**src/rtl/mem_load_unit_if.sv**
```systemverilog
`default_nettype none
// ============================================================================
// Module   : mem_load_unit_if
// Brief    : MEM-stage load request, data-memory read port and write-back
//            result bundle for mem_load_unit.
// Revision : 1.0 - initial release
// ============================================================================
interface mem_load_unit_if;
    logic        Mem_Load_Valid;
    logic [31:0] Mem_Addr;
    logic [2:0]  Mem_Funct3;
    logic [4:0]  Mem_Rd;
    logic        Dmem_Req;
    logic [31:0] Dmem_Addr;
    logic        Dmem_Ack;
    logic [31:0] Dmem_RData;
    logic        Load_Stall;
    logic [31:0] Wb_Mem_ReadData;
    logic [4:0]  Wb_Load_Rd;
    logic        Wb_Load_Valid;
    logic        Load_Misaligned;
    logic        Load_Fault;

    // Pipeline and memory side: drives the load and the memory response.
    modport master (
        output Mem_Load_Valid, Mem_Addr, Mem_Funct3, Mem_Rd, Dmem_Ack, Dmem_RData,
        input  Dmem_Req, Dmem_Addr, Load_Stall, Wb_Mem_ReadData, Wb_Load_Rd,
               Wb_Load_Valid, Load_Misaligned, Load_Fault
    );

    // Load unit side.
    modport slave (
        input  Mem_Load_Valid, Mem_Addr, Mem_Funct3, Mem_Rd, Dmem_Ack, Dmem_RData,
        output Dmem_Req, Dmem_Addr, Load_Stall, Wb_Mem_ReadData, Wb_Load_Rd,
               Wb_Load_Valid, Load_Misaligned, Load_Fault
    );
endinterface
`default_nettype wire

```
**src/rtl/mem_load_unit.sv**
```systemverilog
`default_nettype none
// ============================================================================
// Module   : mem_load_unit
// Brief    : Load-side data memory port: word-aligned req/ack read, pipeline
//            stall, lane select and sign/zero extension into write-back.
// Revision : 1.0 - initial release
// ============================================================================
module mem_load_unit #(
    parameter int unsigned TIMEOUT = 255
) (
    input  wire logic      clk,
    input  wire logic      reset_n,
    mem_load_unit_if.slave bus
);

    localparam logic [7:0] c_CNT_LAST = 8'(TIMEOUT - 1);

    localparam logic [2:0] c_F3_LB  = 3'b000;
    localparam logic [2:0] c_F3_LH  = 3'b001;
    localparam logic [2:0] c_F3_LW  = 3'b010;
    localparam logic [2:0] c_F3_LBU = 3'b100;
    localparam logic [2:0] c_F3_LHU = 3'b101;

    typedef enum logic [1:0] {
        S_IDLE = 2'd0,
        S_WAIT = 2'd1,
        S_DONE = 2'd2
    } state_t;

    state_t      r_state;
    logic [7:0]  r_cnt;
    logic [1:0]  r_off;
    logic [2:0]  r_funct3;
    logic [4:0]  r_rd;
    logic        r_req;
    logic [31:0] r_dmem_addr;
    logic [31:0] r_wb_data;
    logic [4:0]  r_wb_rd;
    logic        r_wb_valid;
    logic        r_misaligned;
    logic        r_fault;

    logic        w_f3_legal;
    logic        w_misaligned;
    logic        w_accept;
    logic [7:0]  w_byte;
    logic [15:0] w_half;
    logic [31:0] w_load_data;

    always_comb begin
        w_f3_legal = 1'b0;
        case (bus.Mem_Funct3)
            c_F3_LB, c_F3_LH, c_F3_LW, c_F3_LBU, c_F3_LHU: w_f3_legal = 1'b1;
            default:                                       w_f3_legal = 1'b0;
        endcase
    end

    // funct3[1:0] encodes width: 01 half, 10 word.
    assign w_misaligned = ((bus.Mem_Funct3[1:0] == 2'b01) && bus.Mem_Addr[0]) ||
                          ((bus.Mem_Funct3[1:0] == 2'b10) && (bus.Mem_Addr[1:0] != 2'b00));

    assign w_accept = (r_state == S_IDLE) && bus.Mem_Load_Valid && w_f3_legal && !w_misaligned;

    always_comb begin
        w_byte = bus.Dmem_RData[7:0];
        case (r_off)
            2'd0:    w_byte = bus.Dmem_RData[7:0];
            2'd1:    w_byte = bus.Dmem_RData[15:8];
            2'd2:    w_byte = bus.Dmem_RData[23:16];
            default: w_byte = bus.Dmem_RData[31:24];
        endcase
    end

    assign w_half = r_off[1] ? bus.Dmem_RData[31:16] : bus.Dmem_RData[15:0];

    always_comb begin
        w_load_data = bus.Dmem_RData;
        case (r_funct3)
            c_F3_LB:  w_load_data = {{24{w_byte[7]}}, w_byte};
            c_F3_LH:  w_load_data = {{16{w_half[15]}}, w_half};
            c_F3_LBU: w_load_data = {24'd0, w_byte};
            c_F3_LHU: w_load_data = {16'd0, w_half};
            default:  w_load_data = bus.Dmem_RData;
        endcase
    end

    always_ff @(posedge clk or negedge reset_n) begin
        if (!reset_n) begin
            r_state      <= S_IDLE;
            r_cnt        <= '0;
            r_off        <= '0;
            r_funct3     <= '0;
            r_rd         <= '0;
            r_req        <= 1'b0;
            r_dmem_addr  <= '0;
            r_wb_data    <= '0;
            r_wb_rd      <= '0;
            r_wb_valid   <= 1'b0;
            r_misaligned <= 1'b0;
            r_fault      <= 1'b0;
        end else begin
            r_wb_valid   <= 1'b0;
            r_misaligned <= 1'b0;
            r_fault      <= 1'b0;
            case (r_state)
                S_IDLE: begin
                    if (bus.Mem_Load_Valid) begin
                        if (!w_f3_legal) begin
                            r_fault <= 1'b1;
                        end else if (w_misaligned) begin
                            r_misaligned <= 1'b1;
                        end else begin
                            r_off       <= bus.Mem_Addr[1:0];
                            r_funct3    <= bus.Mem_Funct3;
                            r_rd        <= bus.Mem_Rd;
                            r_dmem_addr <= {bus.Mem_Addr[31:2], 2'b00};
                            r_req       <= 1'b1;
                            r_cnt       <= '0;
                            r_state     <= S_WAIT;
                        end
                    end
                end
                S_WAIT: begin
                    // An ack in the final allowed cycle still completes normally.
                    if (bus.Dmem_Ack) begin
                        r_wb_data  <= w_load_data;
                        r_wb_rd    <= r_rd;
                        r_wb_valid <= 1'b1;
                        r_req      <= 1'b0;
                        r_state    <= S_DONE;
                    end else if (r_cnt == c_CNT_LAST) begin
                        r_req     <= 1'b0;
                        r_wb_data <= '0;
                        r_fault   <= 1'b1;
                        r_state   <= S_IDLE;
                    end else begin
                        r_cnt <= r_cnt + 8'd1;
                    end
                end
                S_DONE: begin
                    r_state <= S_IDLE;
                end
                default: begin
                    r_state <= S_IDLE;
                end
            endcase
        end
    end

    // Gated by reset so the pipeline is released the moment reset asserts.
    assign bus.Load_Stall      = reset_n && ((r_state == S_WAIT) || w_accept);
    assign bus.Dmem_Req        = r_req;
    assign bus.Dmem_Addr       = r_dmem_addr;
    assign bus.Wb_Mem_ReadData = r_wb_data;
    assign bus.Wb_Load_Rd      = r_wb_rd;
    assign bus.Wb_Load_Valid   = r_wb_valid;
    assign bus.Load_Misaligned = r_misaligned;
    assign bus.Load_Fault      = r_fault;

endmodule
`default_nettype wire

```
**src/flat_wrapper.sv**
```systemverilog
// flat-port wrapper written by rule: the top's interface ports become plain ports
module mem_load_unit_flat 
#(
    parameter int unsigned TIMEOUT = 255
)
  (clk, reset_n, bus_Mem_Load_Valid, bus_Mem_Addr, bus_Mem_Funct3, bus_Mem_Rd, bus_Dmem_Ack, bus_Dmem_RData, bus_Dmem_Req, bus_Dmem_Addr, bus_Load_Stall, bus_Wb_Mem_ReadData, bus_Wb_Load_Rd, bus_Wb_Load_Valid, bus_Load_Misaligned, bus_Load_Fault);
  mem_load_unit_if bus_i ();
  input  wire logic clk;
  input  wire logic reset_n;
  input wire logic [$bits(bus_i.Mem_Load_Valid)-1:0] bus_Mem_Load_Valid;
  input wire logic [$bits(bus_i.Mem_Addr)-1:0] bus_Mem_Addr;
  input wire logic [$bits(bus_i.Mem_Funct3)-1:0] bus_Mem_Funct3;
  input wire logic [$bits(bus_i.Mem_Rd)-1:0] bus_Mem_Rd;
  input wire logic [$bits(bus_i.Dmem_Ack)-1:0] bus_Dmem_Ack;
  input wire logic [$bits(bus_i.Dmem_RData)-1:0] bus_Dmem_RData;
  output wire logic [$bits(bus_i.Dmem_Req)-1:0] bus_Dmem_Req;
  output wire logic [$bits(bus_i.Dmem_Addr)-1:0] bus_Dmem_Addr;
  output wire logic [$bits(bus_i.Load_Stall)-1:0] bus_Load_Stall;
  output wire logic [$bits(bus_i.Wb_Mem_ReadData)-1:0] bus_Wb_Mem_ReadData;
  output wire logic [$bits(bus_i.Wb_Load_Rd)-1:0] bus_Wb_Load_Rd;
  output wire logic [$bits(bus_i.Wb_Load_Valid)-1:0] bus_Wb_Load_Valid;
  output wire logic [$bits(bus_i.Load_Misaligned)-1:0] bus_Load_Misaligned;
  output wire logic [$bits(bus_i.Load_Fault)-1:0] bus_Load_Fault;
  assign bus_i.Mem_Load_Valid = bus_Mem_Load_Valid;
  assign bus_i.Mem_Addr = bus_Mem_Addr;
  assign bus_i.Mem_Funct3 = bus_Mem_Funct3;
  assign bus_i.Mem_Rd = bus_Mem_Rd;
  assign bus_i.Dmem_Ack = bus_Dmem_Ack;
  assign bus_i.Dmem_RData = bus_Dmem_RData;
  assign bus_Dmem_Req = bus_i.Dmem_Req;
  assign bus_Dmem_Addr = bus_i.Dmem_Addr;
  assign bus_Load_Stall = bus_i.Load_Stall;
  assign bus_Wb_Mem_ReadData = bus_i.Wb_Mem_ReadData;
  assign bus_Wb_Load_Rd = bus_i.Wb_Load_Rd;
  assign bus_Wb_Load_Valid = bus_i.Wb_Load_Valid;
  assign bus_Load_Misaligned = bus_i.Load_Misaligned;
  assign bus_Load_Fault = bus_i.Load_Fault;
  mem_load_unit #(.TIMEOUT(TIMEOUT)) u_core (.clk(clk), .reset_n(reset_n), .bus(bus_i));
endmodule
```
**config.mk**
```make
export PLATFORM = sky130hd
export DESIGN_NAME = mem_load_unit_flat
export DESIGN_NICKNAME = d
export VERILOG_FILES = /design/src/rtl/mem_load_unit_if.sv /design/src/rtl/mem_load_unit.sv /design/src/flat_wrapper.sv
export SDC_FILE = /design/constraint.sdc
export NUM_CORES = 1
export LEC_CHECK = 0
export CAP_MARGIN = 15
export CORE_MARGIN = 1
export CORE_UTILIZATION = 49
export CTS_BUF_LIST = sky130_fd_sc_hd__clkbuf_8
export DETAILED_ROUTE_END_ITERATION = 12
export GPL_ROUTABILITY_DRIVEN = 0
export HOLD_SLACK_MARGIN = 0.12
export PLACE_DENSITY = 0.95
export SKIP_LAST_GASP = 1
export SYNTH_ARGS = -nofsm -noshare
export SYNTH_HDL_FRONTEND = slang
export SYNTH_SLANG_ARGS = --single-unit
```
**constraint.sdc**
```tcl
create_clock -name clk -period 4.76 [get_ports clk]
set_input_delay 0.476 -clock clk [delete_from_list [all_inputs] [get_ports clk]]
set_output_delay 0.476 -clock clk [all_outputs]
set_load 0.02 [all_outputs]
```
# After elaboration in Yosys (flattened, before gate mapping)
# Cells that the tools add are included.
# word_totals
register_bits,91
out_inout_bits,74
wordCells,91
inputBits,76
# classes
eq_ne,19
n_reduce_logical,23
add_sub_neg,1
n_mux,35
n_bitwise,1
# ops
cell,n
32-bit case mux with 4 select lines,1
32-bit two-way mux,2
8-bit two-way mux,5
8-bit case mux with 3 select lines,1
1-bit two-way mux,16
16-bit two-way mux,1
8-bit case mux with 2 select lines,1
3-bit == test (second input constant),4
2-bit two-way mux,5
8-bit by 1-bit adder with 8-bit output (second input constant),1
8-bit == test (second input constant),1
2-bit != test (second input constant),4
4-bit AND reduction,2
2-bit by 1-bit == test with 1-bit output (second input constant),3
3-bit by 1-bit == test with 1-bit output (second input constant),2
1-bit logical AND,6
3-bit zero test,2
6-bit AND reduction,1
2-bit nonzero test,3
5-bit AND reduction,1
5-bit OR reduction,1
2-bit == test (second input constant),2
2-bit zero test,2
1-bit case mux with 2 select lines,2
8 further kinds,10

# Longest topological paths before layout
# logic_depth
word_depth,7
ltp_mapped,7
mapped_depth_nobuf,6

# Worst setup path before layout
# Ideal clock, no wire load.
# synth_path
kind,input -> output
from,input port bus_Mem_Addr[0]
to,output port bus_Load_Stall
path_slack_ns,2.705
cell_stages,6
arrival_ns,1.579
t_required_ns,4.284
n_path_buf,2
cell_sequence,o21ai_0 -> o21a_1 -> nor2b_1 -> buf_2 -> buf_2 -> o21a_1
# synth_between
elab_chain_cells,7
word_cells_on_any_way,8
classes_between,reduce/logical: 8
# synth_lines
item,line,text
start: declaration,flat_wrapper.sv:11,input wire logic [$bits(bus_i.Mem_Addr)-1:0] bus_Mem_Addr;
2-bit nonzero test,mem_load_unit.sv:60,((bus.Mem_Funct3[1:0] == 2'b10) && (bus.Mem_Addr[1:0] != 2'b00));
1-bit logical AND,mem_load_unit.sv:60,
1-bit logical OR (*),mem_load_unit.sv:59,assign w_misaligned = ((bus.Mem_Funct3[1:0] == 2'b01) && bus.Mem_Addr[0]) ||
1-bit zero test (*),mem_load_unit.sv:62,assign w_accept = (r_state == S_IDLE) && bus.Mem_Load_Valid && w_f3_legal && !w_misaligned;
1-bit logical AND (*),mem_load_unit.sv:62,
1-bit logical OR (*),mem_load_unit.sv:151,assign bus.Load_Stall = reset_n && ((r_state == S_WAIT) || w_accept);
1-bit logical AND (*),mem_load_unit.sv:151,
end: declaration,flat_wrapper.sv:18,output wire logic [$bits(bus_i.Load_Stall)-1:0] bus_Load_Stall;
# Every way passes the cells marked *; elsewhere a longest branch is shown, timed or not.

# Worst setup path in the final report
# layout_path
from,input port bus_Mem_Funct3[0]
to,output port bus_Load_Stall
# layout_between
elab_chain_cells,7
word_cells_on_any_way,17
classes_between,eq/ne: 6; mux: 1; reduce/logical: 10
# layout_lines
item,line,text
start: declaration,flat_wrapper.sv:12,input wire logic [$bits(bus_i.Mem_Funct3)-1:0] bus_Mem_Funct3;
"3-bit by 1-bit == test with 1-bit output, or another cell as far along",mem_load_unit.sv:52,case (bus.Mem_Funct3)
"5-bit OR reduction, or another cell as far along",mem_load_unit.sv:52,
1-bit two-way mux or 1-bit logical OR (tied branches),"mem_load_unit.sv:52, mem_load_unit.sv:59",
1-bit logical AND or 1-bit zero test (tied branches),mem_load_unit.sv:62,
1-bit logical AND (*),mem_load_unit.sv:62,
1-bit logical OR (*),mem_load_unit.sv:151,
1-bit logical AND (*),mem_load_unit.sv:151,
# Marks and branches as above.

==> metrics.cfg <==
[min_path]
min_to = u_core.bus.Wb_Load_Rd[1]
hold_start = u_core.r_rd[1]
min_path_type = register to register
whs_path_depth = 2

[floorplanning]
dieHeight_um = 92.9
num_io_pins = 150
initial_core_util = 0.516
die_w_um = 92.9
core_area_um2 = 7850
die_area_um2 = 8630
row_count = 32

[pwr]
power.switching_mw = 1.18
max-vdd-ir-drop_uv = 300
seqPwrFrac = 0.390
p_per_area_nw_per_um2 = 560
p_int_mw = 2.07
power_frac_comb = 0.441
clkPwrFrac = 0.169
swShare = 0.362
p_total_mw = 3.25
p_leak_nw = 2.46

[timing]
max-slew-margin-rel = 0.270
drv_slew = 0
fmax_mhz = 370
max_slew.worst_pin.slew_ns = 1.09
grt_setup_unrepaired = false
timing.final.crit_share = 0.568
min_period_ns = 2.71
fin_hold_ws_ns = 0.480
finClkSkew_ns = 0.00743
hold_violations = 0
fin_tns_setup_ns = 0
setup_viol_count_final = 0

[final_layout]
nFillCells = 519
multi_input_area_um2 = 1630
regArea_um2 = 2280
fin_nets = 546
final_layout_size_suffix_gt1_frac = 0.175
syn_to_final_growth_pct = 43.2
diodes = 0

[drt]
routed_via_density = 5.70
wl_per_cell_um = 18.1
vias = 3275
firstDrtPassIters = 4
detail-route-antenna-nets = 0
drt_iter0_drc = 217
routed_wl_mm = 10.4
drc = 0

[status]
status = finished, final reports clean

[synth]
synthCells = 325
synth-simple-area-share = 0.0871
synth.distinct_cells = 47
synth_edf_count = 0
synth_top_family_by_area = compound AO/OA/AOI/OAI gates
synthAdderAreaFrac = 0.00618
ys_ff_latch = 91
yosysSeqAreaShare = 0.562
synthMuxAreaShare = 0.143
synth_xor_area_frac = 0.00649
synth_top_flop_cell = dfrtp_1
ys_warn_count = 0
synth_area_um2 = 4050
syn_area_per_cell_um2 = 12.5
synth_compound_area_frac = 0.156
async_flop_share = 1.00

[clock_network]
cts_setup_buffers = 0
htreeDepth = 3
cts-root-buf = clkbuf_8
cts-buffers-inserted = 9
cts_buffer_depth = 2
cts_sinks = 91
clk_pin_slew_ns = 0.09
cts_tree = done
insertion_delay_ns = 0.36

[setup_path]
arrival_ns = 2.23
r2r-end = u_core.bus.Wb_Mem_ReadData[26]
r2r_slack_ns = 2.40
critPathMaxFanout = 4
cp-start-kind = input port
required_ns = 4.28
critPathCaptureType = output pin
reg2regPathDepth = 4
r2r-start = u_core.r_off[1]
criticalPathCategory = input port to output pin

[global_route]
grt-ovfl-total = 0
grtUsageTotal = 0.256
grt_pass1_vias = 3418
grt_max_degree = 62
grt_pass1_wl_mm = 17.0
antenna_found_initial = 0

[placed_design]
port_buffers = 147
dp_hpwl_mm = 7.47

[run]
drv_cap = 0

==> layer usage <==
layer  up-vias  GRT usage  routed length, µm
li1       1479          -                  -
met1      1610      0.320               4070
met2       161      0.418               5160
met3        25     0.0739                926
met4         0     0.0974                266
met5         -          0                  0
==> cell usage after synthesis (2+ instances only) <==
master | count | area [µm²]
dfrtp_1 | 91 | 2280
mux2_2 | 44 | 495
nand2_1 | 20 | 75.1
nor2_1 | 16 | 60.1
inv_1 | 13 | 48.8
o221ai_1 | 12 | 105
buf_2 | 11 | 55.1
a21oi_1 | 10 | 50.1
a221o_2 | 10 | 113
nand2b_1 | 8 | 50.1
nand3_1 | 8 | 40.0
o21ai_0 | 8 | 40.0
a32o_1 | 7 | 70.1
mux2i_1 | 7 | 70.1
a221o_1 | 6 | 60.1
clkbuf_1 | 5 | 18.8
o21a_1 | 5 | 37.5
nand3b_1 | 3 | 22.5
nand4_1 | 3 | 18.8
nor2b_1 | 3 | 18.8
xor2_1 | 3 | 26.3
a21o_1 | 2 | 15.0
a31o_2 | 2 | 17.5
buf_4 | 2 | 15.0
ha_1 | 2 | 25.0
o211ai_1 | 2 | 15.0
o2bb2ai_1 | 2 | 17.5
==> logic make-up (layout without fill, tap and decap cells) <==
logic type,count (synthesis),count (layout)
simple gates,70,70
mux,52,52
flops,91,91
xor+xnor,3,3
buf+inv,33,180
compound gates,73,73
other cells,1,2
fa+ha+maj,2,2
==> timing repair <==
| item | in CTS | in global routing |
|---|---|---|
| gates resized for setup | 0 | 0 |
| endpoints found under the hold margin | 30 | 0 |
| hold buffers | 1 | 0 |
==> layout by cell type, fill, tap and decap left out, types with 3 or more instances in the layout <==
master,n
clkdlybuf4s50_1,146
dfrtp_1,91
mux2_2,44
nand2_1,20
nor2_1,16
inv_1,13
o221ai_1,12
a21oi_1,10
a221o_2,10
clkbuf_8,10
o21ai_0,8
nand3_1,8
nand2b_1,8
mux2i_1,7
a32o_1,7
a221o_1,6
o21a_1,5
nand3b_1,3
nand4_1,3
xor2_1,3
inv_6,3
buf_4,3
==> worst max-delay path, cell delays in order <==
cell	delay [ns]
clkdlybuf4s50_1	0.46
o21ai_0	0.21
nand3_1	0.18
nor2b_4	0.16
o21a_1	0.13
clkdlybuf4s50_1	0.61
==> layout make-up <==
type,instances,area share
clock buffers,10,0.0237
clock inverters,6,0.0121
inverters,13,0.00841
multi-input cells,202,0.281
flip-flops and latches,91,0.393
well taps,102,0.0220
repair buffers,151,0.260
==> state kept, by name, indices dropped and copies added, names as in the netlist <==
signal,flops
u_core.bus.Wb_Load_Valid,1
u_core.bus.Wb_Load_Rd,5
u_core.bus.Wb_Mem_ReadData,32
u_core.r_rd,5
u_core.r_off,2
u_core.r_state,2
u_core.bus.Load_Misaligned,1
u_core.r_cnt,8
u_core.bus.Dmem_Req,1
u_core.bus.Load_Fault,1
u_core.bus.Dmem_Addr,30
u_core.r_funct3,3
==> power by group through the flow <==
stage	logic, mW	registers, mW	clock network (mW)
4_1_cts	1.44	1.27	0.559
5_1_grt	1.53	1.30	0.592
6_report	1.43	1.27	0.549
3_3_place_gp	1.40	1.26	0
3_5_place_dp	1.43	1.28	0
2_1_floorplan	0.503	1.51	0
==> worst max-delay path by stage <==
| stage | to | slack (ns) | cells past startpoint | from |
|---|---|---|---|---|
| finish | bus_Load_Stall | 2.05 | 6 | bus_Mem_Funct3[0] |
| global route | bus_Load_Stall | 1.96 | 6 | bus_Mem_Funct3[0] |
| CTS | bus_Load_Stall | 2.04 | 6 | bus_Mem_Funct3[0] |
| detailed placement | bus_Load_Stall | 2.05 | 6 | bus_Mem_Funct3[0] |
| global placement | bus_Load_Stall | 2.09 | 6 | bus_Mem_Funct3[0] |
| floorplan | bus_Load_Stall | 2.71 | 6 | bus_Mem_Addr[0] |
==> per-stage QoR <==
stage	setup WS (ns)	utilization	cells	instance area, µm²
6_report	2.05	0.739	575	5800
5_1_grt	1.96	0.739	575	5800
4_1_cts	2.04	0.737	574	5790
3_5_place_dp	2.05	0.710	557	5570
3_3_place_gp	2.09	0.710	557	5570
2_1_floorplan	2.71	-	326	4050
No activity file was read; power rests on OpenSTA's default activity.
